==> src/rtl/cond_unit_if.sv <==
`default_nettype none
// +----------------------------------------------------------------------+
// | cond_unit_if                                                         |
// | Bundle of decode/ALU inputs and gated-enable/status outputs that     |
// | connect the conditional-execution unit to the datapath.              |
// | Revision: 1.0                                                        |
// +----------------------------------------------------------------------+
interface cond_unit_if #(
  parameter int CNT_W = 16
);
  logic             InstrValid;
  logic             Stall;
  logic [3:0]       Cond;
  logic             S;
  logic [3:0]       ALUControl;
  logic [3:0]       ALUFlags;
  logic             RegWIn;
  logic             MemWIn;
  logic             PCSIn;
  logic             CntClear;
  logic             RegWrite;
  logic             MemWrite;
  logic             PCSrc;
  logic             CondEx;
  logic [3:0]       Flags;
  logic             carry_in;
  logic [CNT_W-1:0] ExecCount;
  logic [CNT_W-1:0] SkipCount;

  // Datapath side: drives decode and ALU results, consumes the gated enables.
  modport master (
    output InstrValid, Stall, Cond, S, ALUControl, ALUFlags,
           RegWIn, MemWIn, PCSIn, CntClear,
    input  RegWrite, MemWrite, PCSrc, CondEx, Flags, carry_in,
           ExecCount, SkipCount
  );

  // Condition unit side.
  modport slave (
    input  InstrValid, Stall, Cond, S, ALUControl, ALUFlags,
           RegWIn, MemWIn, PCSIn, CntClear,
    output RegWrite, MemWrite, PCSrc, CondEx, Flags, carry_in,
           ExecCount, SkipCount
  );
endinterface
`default_nettype wire

==> src/rtl/cond_unit.sv <==
`default_nettype none
// +----------------------------------------------------------------------+
// | cond_unit                                                            |
// | Holds the NZCV register, evaluates the condition field against it,   |
// | gates register/memory/PC write enables and counts executed/skipped   |
// | instructions with saturating counters.                               |
// | Revision: 1.0                                                        |
// +----------------------------------------------------------------------+
module cond_unit #(
  parameter logic [3:0] FLAG_RESET = 4'b0000,
  parameter int         CNT_W      = 16
) (
  input  wire logic   clk,
  input  wire logic   reset_n,
  cond_unit_if.slave  bus
);

  localparam logic [CNT_W-1:0] c_cnt_max = {CNT_W{1'b1}};
  localparam logic [CNT_W-1:0] c_cnt_one = {{(CNT_W-1){1'b0}}, 1'b1};

  logic [3:0]       r_flags;
  logic [CNT_W-1:0] r_exec_cnt;
  logic [CNT_W-1:0] r_skip_cnt;

  logic w_n, w_z, w_c, w_v;
  logic w_cond_ex;
  logic w_issue;
  logic w_commit;
  logic w_skip;
  logic w_compare;
  logic w_arith;
  logic w_flag_wr;

  assign {w_n, w_z, w_c, w_v} = r_flags;

  // Condition decode against the stored (pre-update) flags.
  always_comb begin
    w_cond_ex = 1'b0;
    case (bus.Cond)
      4'b0000: w_cond_ex = w_z;
      4'b0001: w_cond_ex = ~w_z;
      4'b0010: w_cond_ex = w_c;
      4'b0011: w_cond_ex = ~w_c;
      4'b0100: w_cond_ex = w_n;
      4'b0101: w_cond_ex = ~w_n;
      4'b0110: w_cond_ex = w_v;
      4'b0111: w_cond_ex = ~w_v;
      4'b1000: w_cond_ex = w_c & ~w_z;
      4'b1001: w_cond_ex = ~w_c | w_z;
      4'b1010: w_cond_ex = (w_n == w_v);
      4'b1011: w_cond_ex = (w_n != w_v);
      4'b1100: w_cond_ex = ~w_z & (w_n == w_v);
      4'b1101: w_cond_ex = w_z | (w_n != w_v);
      4'b1110: w_cond_ex = 1'b1;
      default: w_cond_ex = 1'b0;  // reserved encoding never executes
    endcase
  end

  // Op classification: TST/TEQ/CMP/CMN occupy 10xx; arithmetic ops update V.
  always_comb begin
    w_compare = (bus.ALUControl[3:2] == 2'b10);
    w_arith   = 1'b0;
    case (bus.ALUControl)
      4'b0010, 4'b0011, 4'b0100, 4'b0101,
      4'b0110, 4'b0111, 4'b1010, 4'b1011: w_arith = 1'b1;
      default:                            w_arith = 1'b0;
    endcase
  end

  assign w_issue   = bus.InstrValid & ~bus.Stall;
  assign w_commit  = w_issue & w_cond_ex;
  assign w_skip    = w_issue & ~w_cond_ex;
  assign w_flag_wr = w_commit & (bus.S | w_compare);

  assign bus.CondEx    = w_cond_ex;
  assign bus.RegWrite  = w_commit & bus.RegWIn & ~w_compare;
  assign bus.MemWrite  = w_commit & bus.MemWIn;
  assign bus.PCSrc     = w_commit & bus.PCSIn;
  assign bus.Flags     = r_flags;
  assign bus.carry_in  = r_flags[1];
  assign bus.ExecCount = r_exec_cnt;
  assign bus.SkipCount = r_skip_cnt;

  // NZCV register; logical ops keep the previous V.
  always_ff @(posedge clk) begin
    if (!reset_n) begin
      r_flags <= FLAG_RESET;
    end else if (w_flag_wr) begin
      if (w_arith) begin
        r_flags <= bus.ALUFlags;
      end else begin
        r_flags <= {bus.ALUFlags[3:1], r_flags[0]};
      end
    end
  end

  // Saturating executed/skipped counters; clear beats increment.
  always_ff @(posedge clk) begin
    if (!reset_n) begin
      r_exec_cnt <= '0;
      r_skip_cnt <= '0;
    end else if (bus.CntClear) begin
      r_exec_cnt <= '0;
      r_skip_cnt <= '0;
    end else begin
      if (w_commit && (r_exec_cnt != c_cnt_max)) begin
        r_exec_cnt <= r_exec_cnt + c_cnt_one;
      end
      if (w_skip && (r_skip_cnt != c_cnt_max)) begin
        r_skip_cnt <= r_skip_cnt + c_cnt_one;
      end
    end
  end

endmodule
`default_nettype wire

==> src/flat_wrapper.sv <==
// flat-port wrapper written by rule: the top's interface ports become plain ports
module cond_unit_flat 
#(
  parameter logic [3:0] FLAG_RESET = 4'b0000,
  parameter int         CNT_W      = 16
)
  (clk, reset_n, bus_InstrValid, bus_Stall, bus_Cond, bus_S, bus_ALUControl, bus_ALUFlags, bus_RegWIn, bus_MemWIn, bus_PCSIn, bus_CntClear, bus_RegWrite, bus_MemWrite, bus_PCSrc, bus_CondEx, bus_Flags, bus_carry_in, bus_ExecCount, bus_SkipCount);
  cond_unit_if #(.CNT_W(CNT_W)) bus_i ();
  input  wire logic clk;
  input  wire logic reset_n;
  input wire logic [$bits(bus_i.InstrValid)-1:0] bus_InstrValid;
  input wire logic [$bits(bus_i.Stall)-1:0] bus_Stall;
  input wire logic [$bits(bus_i.Cond)-1:0] bus_Cond;
  input wire logic [$bits(bus_i.S)-1:0] bus_S;
  input wire logic [$bits(bus_i.ALUControl)-1:0] bus_ALUControl;
  input wire logic [$bits(bus_i.ALUFlags)-1:0] bus_ALUFlags;
  input wire logic [$bits(bus_i.RegWIn)-1:0] bus_RegWIn;
  input wire logic [$bits(bus_i.MemWIn)-1:0] bus_MemWIn;
  input wire logic [$bits(bus_i.PCSIn)-1:0] bus_PCSIn;
  input wire logic [$bits(bus_i.CntClear)-1:0] bus_CntClear;
  output wire logic [$bits(bus_i.RegWrite)-1:0] bus_RegWrite;
  output wire logic [$bits(bus_i.MemWrite)-1:0] bus_MemWrite;
  output wire logic [$bits(bus_i.PCSrc)-1:0] bus_PCSrc;
  output wire logic [$bits(bus_i.CondEx)-1:0] bus_CondEx;
  output wire logic [$bits(bus_i.Flags)-1:0] bus_Flags;
  output wire logic [$bits(bus_i.carry_in)-1:0] bus_carry_in;
  output wire logic [$bits(bus_i.ExecCount)-1:0] bus_ExecCount;
  output wire logic [$bits(bus_i.SkipCount)-1:0] bus_SkipCount;
  assign bus_i.InstrValid = bus_InstrValid;
  assign bus_i.Stall = bus_Stall;
  assign bus_i.Cond = bus_Cond;
  assign bus_i.S = bus_S;
  assign bus_i.ALUControl = bus_ALUControl;
  assign bus_i.ALUFlags = bus_ALUFlags;
  assign bus_i.RegWIn = bus_RegWIn;
  assign bus_i.MemWIn = bus_MemWIn;
  assign bus_i.PCSIn = bus_PCSIn;
  assign bus_i.CntClear = bus_CntClear;
  assign bus_RegWrite = bus_i.RegWrite;
  assign bus_MemWrite = bus_i.MemWrite;
  assign bus_PCSrc = bus_i.PCSrc;
  assign bus_CondEx = bus_i.CondEx;
  assign bus_Flags = bus_i.Flags;
  assign bus_carry_in = bus_i.carry_in;
  assign bus_ExecCount = bus_i.ExecCount;
  assign bus_SkipCount = bus_i.SkipCount;
  cond_unit #(.FLAG_RESET(FLAG_RESET), .CNT_W(CNT_W)) u_core (.clk(clk), .reset_n(reset_n), .bus(bus_i));
endmodule
==> config.mk <==
export PLATFORM = sky130hd
export DESIGN_NAME = cond_unit_flat
export DESIGN_NICKNAME = d
export VERILOG_FILES = /design/src/rtl/cond_unit_if.sv /design/src/rtl/cond_unit.sv /design/src/flat_wrapper.sv
export SDC_FILE = /design/constraint.sdc
export NUM_CORES = 1
export LEC_CHECK = 0
export ABC_AREA = 0
export BUFFER_PORTS_ARGS = -buffer_cell sky130_fd_sc_hd__clkbuf_2
export CORE_ASPECT_RATIO = 0.5
export CORE_MARGIN = 5
export CORE_UTILIZATION = 55
export DETAILED_ROUTE_END_ITERATION = 8
export GPL_ROUTABILITY_DRIVEN = 0
export PLACE_DENSITY = 0.84
export SETUP_SLACK_MARGIN = 0.3
export SKIP_LAST_GASP = 1
export SLEW_MARGIN = 20
export SYNTH_ARGS = -nofsm -noshare
export SYNTH_HDL_FRONTEND = slang
export SYNTH_SLANG_ARGS = --single-unit
==> constraint.sdc <==
create_clock -name clk -period 3.51 [get_ports clk]
set_input_delay 0.702 -clock clk [delete_from_list [all_inputs] [get_ports clk]]
set_output_delay 0.702 -clock clk [all_outputs]
set_load 0.01 [all_outputs]
==> flow_metrics.env, run 1 <==
export IMPL_yosysWarnings=0
export IMPL_powerDensity_mw_per_mm2=322
export IMPL_critPathMaxFanout=12
export IMPL_synth_enable_flop_cells=0
export IMPL_cts_buffer_depth=2
export IMPL_wl_per_cell_um=14.4
export IMPL_grt_pass1_wl_um=8950
export IMPL_report_final_slew_viol_count=0
export IMPL_grt_pass1_vias=2057
export IMPL_synth_compound_gate_area_share=0.230
export IMPL_antenna_left=0
export IMPL_wl_met3_um=281
export IMPL_place_hpwl_um=4020
export IMPL_hold_path_class="register to register"
export IMPL_yosysTopAreaCellShare=0.343
export IMPL_met1_length_um=2340
export IMPL_min_path_cells=2
export IMPL_min_period_ns=3.04
export IMPL_ys_ff_latch=36
export IMPL_via_per_inst=5.94
export IMPL_start_util=0.593
export IMPL_layout_setup_ws_ns=0.470
export IMPL_drive_above_1_share=0.252
export IMPL_hold_ws_ns=0.502
export IMPL_antenna_found_initial=0
export IMPL_dp_cells=365
export IMPL_utilization=0.709
export IMPL_cts_tree="built"
export IMPL_core_mm2=0.00355
export IMPL_top_layer="met4"
export IMPL_cp_startpoint="bus_Cond[3]"
export IMPL_yosys_area_share_adder=0.0119
export IMPL_post_cts_resized=0
export IMPL_netlist_instances=265
export IMPL_required_ns=2.81
export IMPL_route_met2_wl_um=2720
export IMPL_synth_cell_type_count=44
export IMPL_route_detailed_drc=0
export IMPL_via_count=2214
export IMPL_crit_arrival_ns=2.34
export IMPL_setup_tns_ns=0
export IMPL_syn_num_nets=288
export IMPL_critPathLaunchType="primary input"
export IMPL_worst_slew_pin_slew_ns=0.921
export IMPL_dieWidth_um=97.5
export IMPL_drv_cap=0
export IMPL_fillers=297
export IMPL_fmax_ghz=0.329
export IMPL_p_leak_nw=0.918
export IMPL_yosysSeqAreaShare=0.343
export IMPL_r2r_cells=8
export IMPL_max_vdd_ir_drop_uv=218
export IMPL_cts_buffers=5
export IMPL_yosys_area_share_simple=0.325
export IMPL_die_y_um=53.7
export IMPL_setup_viol=0
export IMPL_synth_top_family_by_area="simple AND/OR/NAND/NOR gates"
export IMPL_grt_max_degree=29
export IMPL_clock_sinks=36
export IMPL_synth_mux_area_frac=0.0238
export IMPL_min_delay_start="u_core.bus.SkipCount[15]$_SDFFE_PP0P_"
export IMPL_cts_hold_buf=0
export IMPL_slew_headroom=0.384
export IMPL_synthTopCellsByArea="dfxtp_1 (34%), a21oi_1 (7.6%), o31ai_1 (5.7%)"
export IMPL_fin_nets=344
export IMPL_path_class="primary input to output pin"
export IMPL_rsz0062_at_grt="no"
export IMPL_portBuffers=60
export IMPL_dr_first_iter_drc_count=121
export IMPL_synth_xor_area_share=0.0167
export IMPL_clkTransAtPathRegs_ns=0.07
export IMPL_ys_flop_type="dfxtp_1"
export IMPL_synth_area_mm2=0.00210
export IMPL_clkLatencyLatePin_ns=0.29
export IMPL_synth_largest_area_cell="dfxtp_1"
export IMPL_hold_viol_final=0
export IMPL_status="finished, final reports clean"
export IMPL_stdcell_count=373
export IMPL_fin_crit_sh=0.866
export IMPL_cts_root_buf="clkbuf_8"
export IMPL_ys_async_sr_fraction=0
export IMPL_grt_overflow=0
export IMPL_htreeDepth=2
export IMPL_drtPass1Iterations=4
export IMPL_drt_wl_total_um=5370
export IMPL_ios=62
export IMPL_rr_startpoint="u_core.bus.Flags[3]$_SDFFE_PN0P_"
export IMPL_rows=15
export IMPL_diodes=0
export IMPL_clock_skew_ns=0.00357
export IMPL_die_area_mm2=0.00524
export IMPL_synthToLayoutAreaGrowth_pct=19.6
export IMPL_post_cts_buffers=0
export IMPL_cp_end_kind="output pin"
export IMPL_preCtsSetupSlack_ns=0.498
export IMPL_grt_usage=0.212
export IMPL_avgSynthCellArea_um2=7.94
cell families (layout without fill, tap and decap cells):
| group | count (synthesis) | in the layout |
|---|---|---|
| AOI/OAI and AO/OA | 78 | 78 |
| and+or+nand+nor | 119 | 119 |
| adders and majority gates | 2 | 2 |
| xor gates and xnor gates | 4 | 4 |
| muxes | 5 | 5 |
| buffers and inverters | 21 | 78 |
| DFF | 36 | 36 |
synthesized netlist by cell type, drive strengths merged, types with 2 or more instances:
master   n
mux2i    5
ha       2
and3     8
clkbuf   7
nor4     2
inv      5
o21ai   18
dfxtp   36
nand2b   3
and4     2
o31ai   16
buf      9
xnor2    2
or2      2
nand3   16
nand3b   2
nor3b    2
or4     14
nand2   23
nand4   10
or3     16
a21oi   32
and2     6
nor2     7
xor2     2
nor2b    4
final cells by class:
cell class | instances | area [um2] | share of cell area
clock buffers | 6 | 82.6 | 0.0328
clock inverters | 2 | 10.0 | 0.00398
inverters | 5 | 18.8 | 0.00746
multi-input cells | 208 | 1280 | 0.510
flip-flops and latches | 36 | 721 | 0.286
well taps | 51 | 63.8 | 0.0254
repair buffers | 65 | 338 | 0.134
final timing paths:
path,endpoint,slack (ns)
setup / recovery,bus_PCSrc,0.47
hold / removal,u_core.bus.SkipCount[15]$_SDFFE_PP0P_,0.50
setup reg to reg,u_core.bus.SkipCount[11]$_SDFFE_PP0P_,0.93
hold reg to reg,u_core.bus.SkipCount[15]$_SDFFE_PP0P_,0.50
placed cells by master (no fill, tap or decap), types with 6 or more instances in the layout:
master,Yosys,routed
a21oi_1,32,32
and2_1,6,6
and3_1,8,8
clkbuf_2,0,60
clkbuf_8,0,6
dfxtp_1,36,36
nand2_1,23,23
nand3_1,16,16
nand4_1,10,10
nor2_1,7,7
o21ai_0,17,17
o31ai_1,16,15
or3_1,16,16
or4_1,14,14
per-stage QoR:
step	cell area, um2	total power, W
finish	2520	0.000811
global route	2520	0.000846
CTS	2520	0.000815
detailed placement	2420	0.000514
global placement	2420	0.000510
floorplan	2100	0.000486
power breakdown:
part           internal [W]  switching (W)
sequential         0.000410     0.00000295
combinational     0.0000342      0.0000583
clock              0.000157       0.000148
critical path, stage by stage:
cell and delay (ns):
clkbuf_2 0.21, nor4bb_1 0.33, mux2i_1 0.17, a311o_1 0.36, a31oi_1 0.28, and2_1 0.17, clkbuf_2 0.12
registers in the layout (all words and copies together), names as in the netlist:
name and flops:
u_core.bus.ExecCount 16, u_core.bus.SkipCount 16, u_core.bus.Flags 4
per-layer routing:
| metal | vias up | GRT usage |
|---|---|---|
| met3 | 5 | 0.0608 |
| li1 | 1121 | - |
| met4 | 0 | 0.0713 |
| met1 | 1029 | 0.246 |
| met2 | 59 | 0.388 |
| met5 | - | 0 |
Power figures use the tool's default switching activity.
==> run 2, diff against run 1 <==
Settings changed: ABC_AREA 0 to 1, CORE_UTILIZATION 55 to 58, PLACE_DENSITY 0.84 to 0.86.
==> run 2 against run 1 <==
  * Power is 5.1% higher
  * Design area is 14% higher
  * Setup slack gained 0.35 ns
  * Global-route usage rose by 1.7 points
  * Combinational power grew 43%
  * Wire length grew 22%
  * Sequential power hardly changed
  * Clock skew up 0.0084 ns
  * Largest cell class unchanged
  * Highest routed layer unchanged
  * Worst hold slack improved by 0.0080 ns
  * Sequential share of layout area is 3.6 points lower
  * Clock-buffer cell count is 1 lower
  * Largest power group unchanged
==> flow_metrics.env, run 2 <==
export IMPL_critPathMaxFanout=17
export IMPL_ys_async_sr_fraction=0
export IMPL_ys_flop_type="dfxtp_1"
export IMPL_cts_tree="built"
export IMPL_drive_above_1_share=0.256
export IMPL_clock_skew_ns=0.0120
export IMPL_synthToLayoutAreaGrowth_pct=15.6
export IMPL_cp_cell_sequence="clkbuf_2 > nand2_1 > inv_1 > nand3_1 > nand2_1 > nand2_1 > nand2_2 > nand3_4 > nand2_2 > nor2_1 > clkbuf_2"
export IMPL_required_ns=2.81
export IMPL_fmax_ghz=0.372
export IMPL_stdcell_count=480
export IMPL_worst_path_buf_inv=3
export IMPL_max_vdd_ir_drop_uv=220
export IMPL_multi_input_area_mm2=0.00152
export IMPL_status="finished, final reports clean"
export IMPL_final_cell_area_mm2=0.00288
export IMPL_layout_common_cells="nand2_1 (84), clkbuf_2 (60), inv_1 (38)"
export IMPL_rsz0062_at_grt="no"
export IMPL_place_hpwl_um=4700
export IMPL_hold_path_class="register to register"
export IMPL_yosysSeqAreaShare=0.290
export IMPL_dieWidth_um=103
export IMPL_htreeDepth=2
export IMPL_netlist_instances=371
export IMPL_core_mm2=0.00402
export IMPL_grt_max_degree=33
export IMPL_synth_enable_flop_cells=0
export IMPL_report_final_slew_viol_count=0
export IMPL_powerDensity_mw_per_mm2=296
export IMPL_post_cts_buffers=0
export IMPL_synthTopCellsByArea="dfxtp_1 (29%), nand2_1 (13%), nand4_1 (8.0%)"
export IMPL_cp_end_kind="output pin"
export IMPL_cts_buffers=5
export IMPL_start_util=0.618
export IMPL_die_y_um=56.3
export IMPL_clock_sinks=36
export IMPL_cp_slowest_cell="nand3_4"
export IMPL_synth_cell_type_count=34
export IMPL_portBuffers=60
export IMPL_ys_ff_latch=36
export IMPL_cts_hold_buf=0
export IMPL_rows=16
export IMPL_cts_buffer_depth=2
export IMPL_die_area_mm2=0.00578
export IMPL_grt_overflow=0
export IMPL_worst_slew_pin_slew_ns=1.02
export IMPL_slew_headroom=0.318
export IMPL_cpMostUsedCell="nand2_1"
export IMPL_via_count=2655
export IMPL_grt_usage=0.228
export IMPL_yosysTopAreaCellShare=0.290
export IMPL_crit_arrival_ns=1.99
export IMPL_clkTransAtPathRegs_ns=0.08
export IMPL_ios=62
export IMPL_fillers=332
export IMPL_route_detailed_drc=0
export IMPL_clkLatencyLatePin_ns=0.30
export IMPL_setup_tns_ns=0
export IMPL_diodes=0
export IMPL_final_common_cell="nand2_1"
export IMPL_post_cts_resized=0
export IMPL_syn_num_nets=394
export IMPL_antenna_left=0
export IMPL_drv_cap=0
export IMPL_via_per_inst=5.53
export IMPL_grt_pass1_vias=2419
export IMPL_yosysWarnings=0
export IMPL_hold_viol_final=0
export IMPL_synth_largest_area_cell="dfxtp_1"
export IMPL_drt_wl_total_um=6580
export IMPL_synth_area_mm2=0.00249
export IMPL_min_period_ns=2.69
export IMPL_grt_pass1_wl_um=10700
export IMPL_critPathTopFamily="simple AND/OR/NAND/NOR gates"
export IMPL_yosys_cell_count_top_type="nand2_1"
export IMPL_p_leak_nw=1.24
export IMPL_wl_per_cell_um=13.7
export IMPL_dpl_instance_area_mm2=0.00279
export IMPL_setup_viol=0
export IMPL_critPathMaxStageDelay_ns=0.24
export IMPL_critPathLaunchType="primary input"
export IMPL_fin_crit_sh=0.766
export IMPL_cts_root_buf="clkbuf_8"
export IMPL_drtPass1Iterations=5
export IMPL_area_sequential_um2=721
export IMPL_fin_nets=448
export IMPL_dr_first_iter_drc_count=128
export IMPL_p_total_w=0.000852
export IMPL_dp_cells=472
export IMPL_path_class="primary input to output pin"
export IMPL_antenna_found_initial=0
export IMPL_synth_commonest_cells="nand2_1 (84), inv_1 (39), nor2_1 (38)"
export IMPL_avgSynthCellArea_um2=6.70
run 2: changes by cell type after synthesis, moves of 11 or more:
cell,previous run,this run
a21oi_1,32,21
inv_1,4,39
nand2_1,23,84
nand2_2,0,14
nand3_1,16,32
nand4_1,10,32
nor2_1,7,38
o21ai_0,17,2
o31ai_1,16,0
or3_1,16,0
or4_1,14,0
xnor2_1,2,14
run 2: per-stage QoR:
step | util | hold slack, ns | worst slack [ns]
6_report | 0.715 | 0.510 | 0.820
3_3_place_gp | 0.693 | 0.481 | 0.893
3_5_place_dp | 0.693 | 0.495 | 0.837
4_1_cts | 0.715 | 0.507 | 0.836
2_1_floorplan | - | 0.507 | 1.16
5_1_grt | 0.715 | 0.533 | 0.654
run 2: cell families after synthesis:
logic type               Yosys count  synth area share
AND/OR/NAND/NOR                  215             0.425
buffers and inverters             58            0.0991
flip-flops                        36             0.290
AO/OA/AOI/OAI                     34            0.0845
XOR/XNOR                          26            0.0915
adder cells (fa/ha/maj)            2            0.0101
run 2: worst paths after layout:
check / to / from / depth (start not counted) / slack, ns
setup / recovery: bus_MemWrite / bus_Cond[3] / 11 / 0.82
hold / removal: u_core.bus.ExecCount[9]$_SDFFE_PP0P_ / u_core.bus.ExecCount[9]$_SDFFE_PP0P_ / 2 / 0.51
setup reg to reg: u_core.bus.ExecCount[1]$_SDFFE_PP0P_ / u_core.bus.ExecCount[0]$_SDFFE_PP0P_ / 7 / 1.23
hold reg to reg: u_core.bus.ExecCount[9]$_SDFFE_PP0P_ / u_core.bus.ExecCount[9]$_SDFFE_PP0P_ / 2 / 0.51
run 2: power breakdown:
part           switching (W)  leakage (nW)  total [W]  internal [W]
clock               0.000165        0.0479   0.000304      0.000138
sequential        0.00000464         0.290   0.000416      0.000412
combinational      0.0000948         0.904   0.000132     0.0000375
total               0.000265          1.24   0.000852      0.000587
run 2: tightest hold or removal path: cells and delay by family, from the launching register on:
family | cells | cell delay [ns]
flops | 1 | 0.34
compound gates | 1 | 0.06
simple gates | 1 | 0.07
run 2: layout make-up:
class,instances,share of cell area
well taps,54,0.0235
clock inverters,3,0.00653
clock buffers,5,0.0239
multi-input cells,277,0.530
flip-flops and latches,36,0.251
inverters,44,0.0587
repair buffers,61,0.107
run 2: per-layer routing:
| layer | global-route usage | share of wire | vias to the layer above |
|---|---|---|---|
| met1 | 0.282 | 0.42 | 1204 |
| li1 | - | - | 1319 |
| met4 | 0.0673 | 0.014 | 0 |
| met5 | 0 | 0 | - |
| met3 | 0.0606 | 0.089 | 12 |
| met2 | 0.387 | 0.48 | 120 |
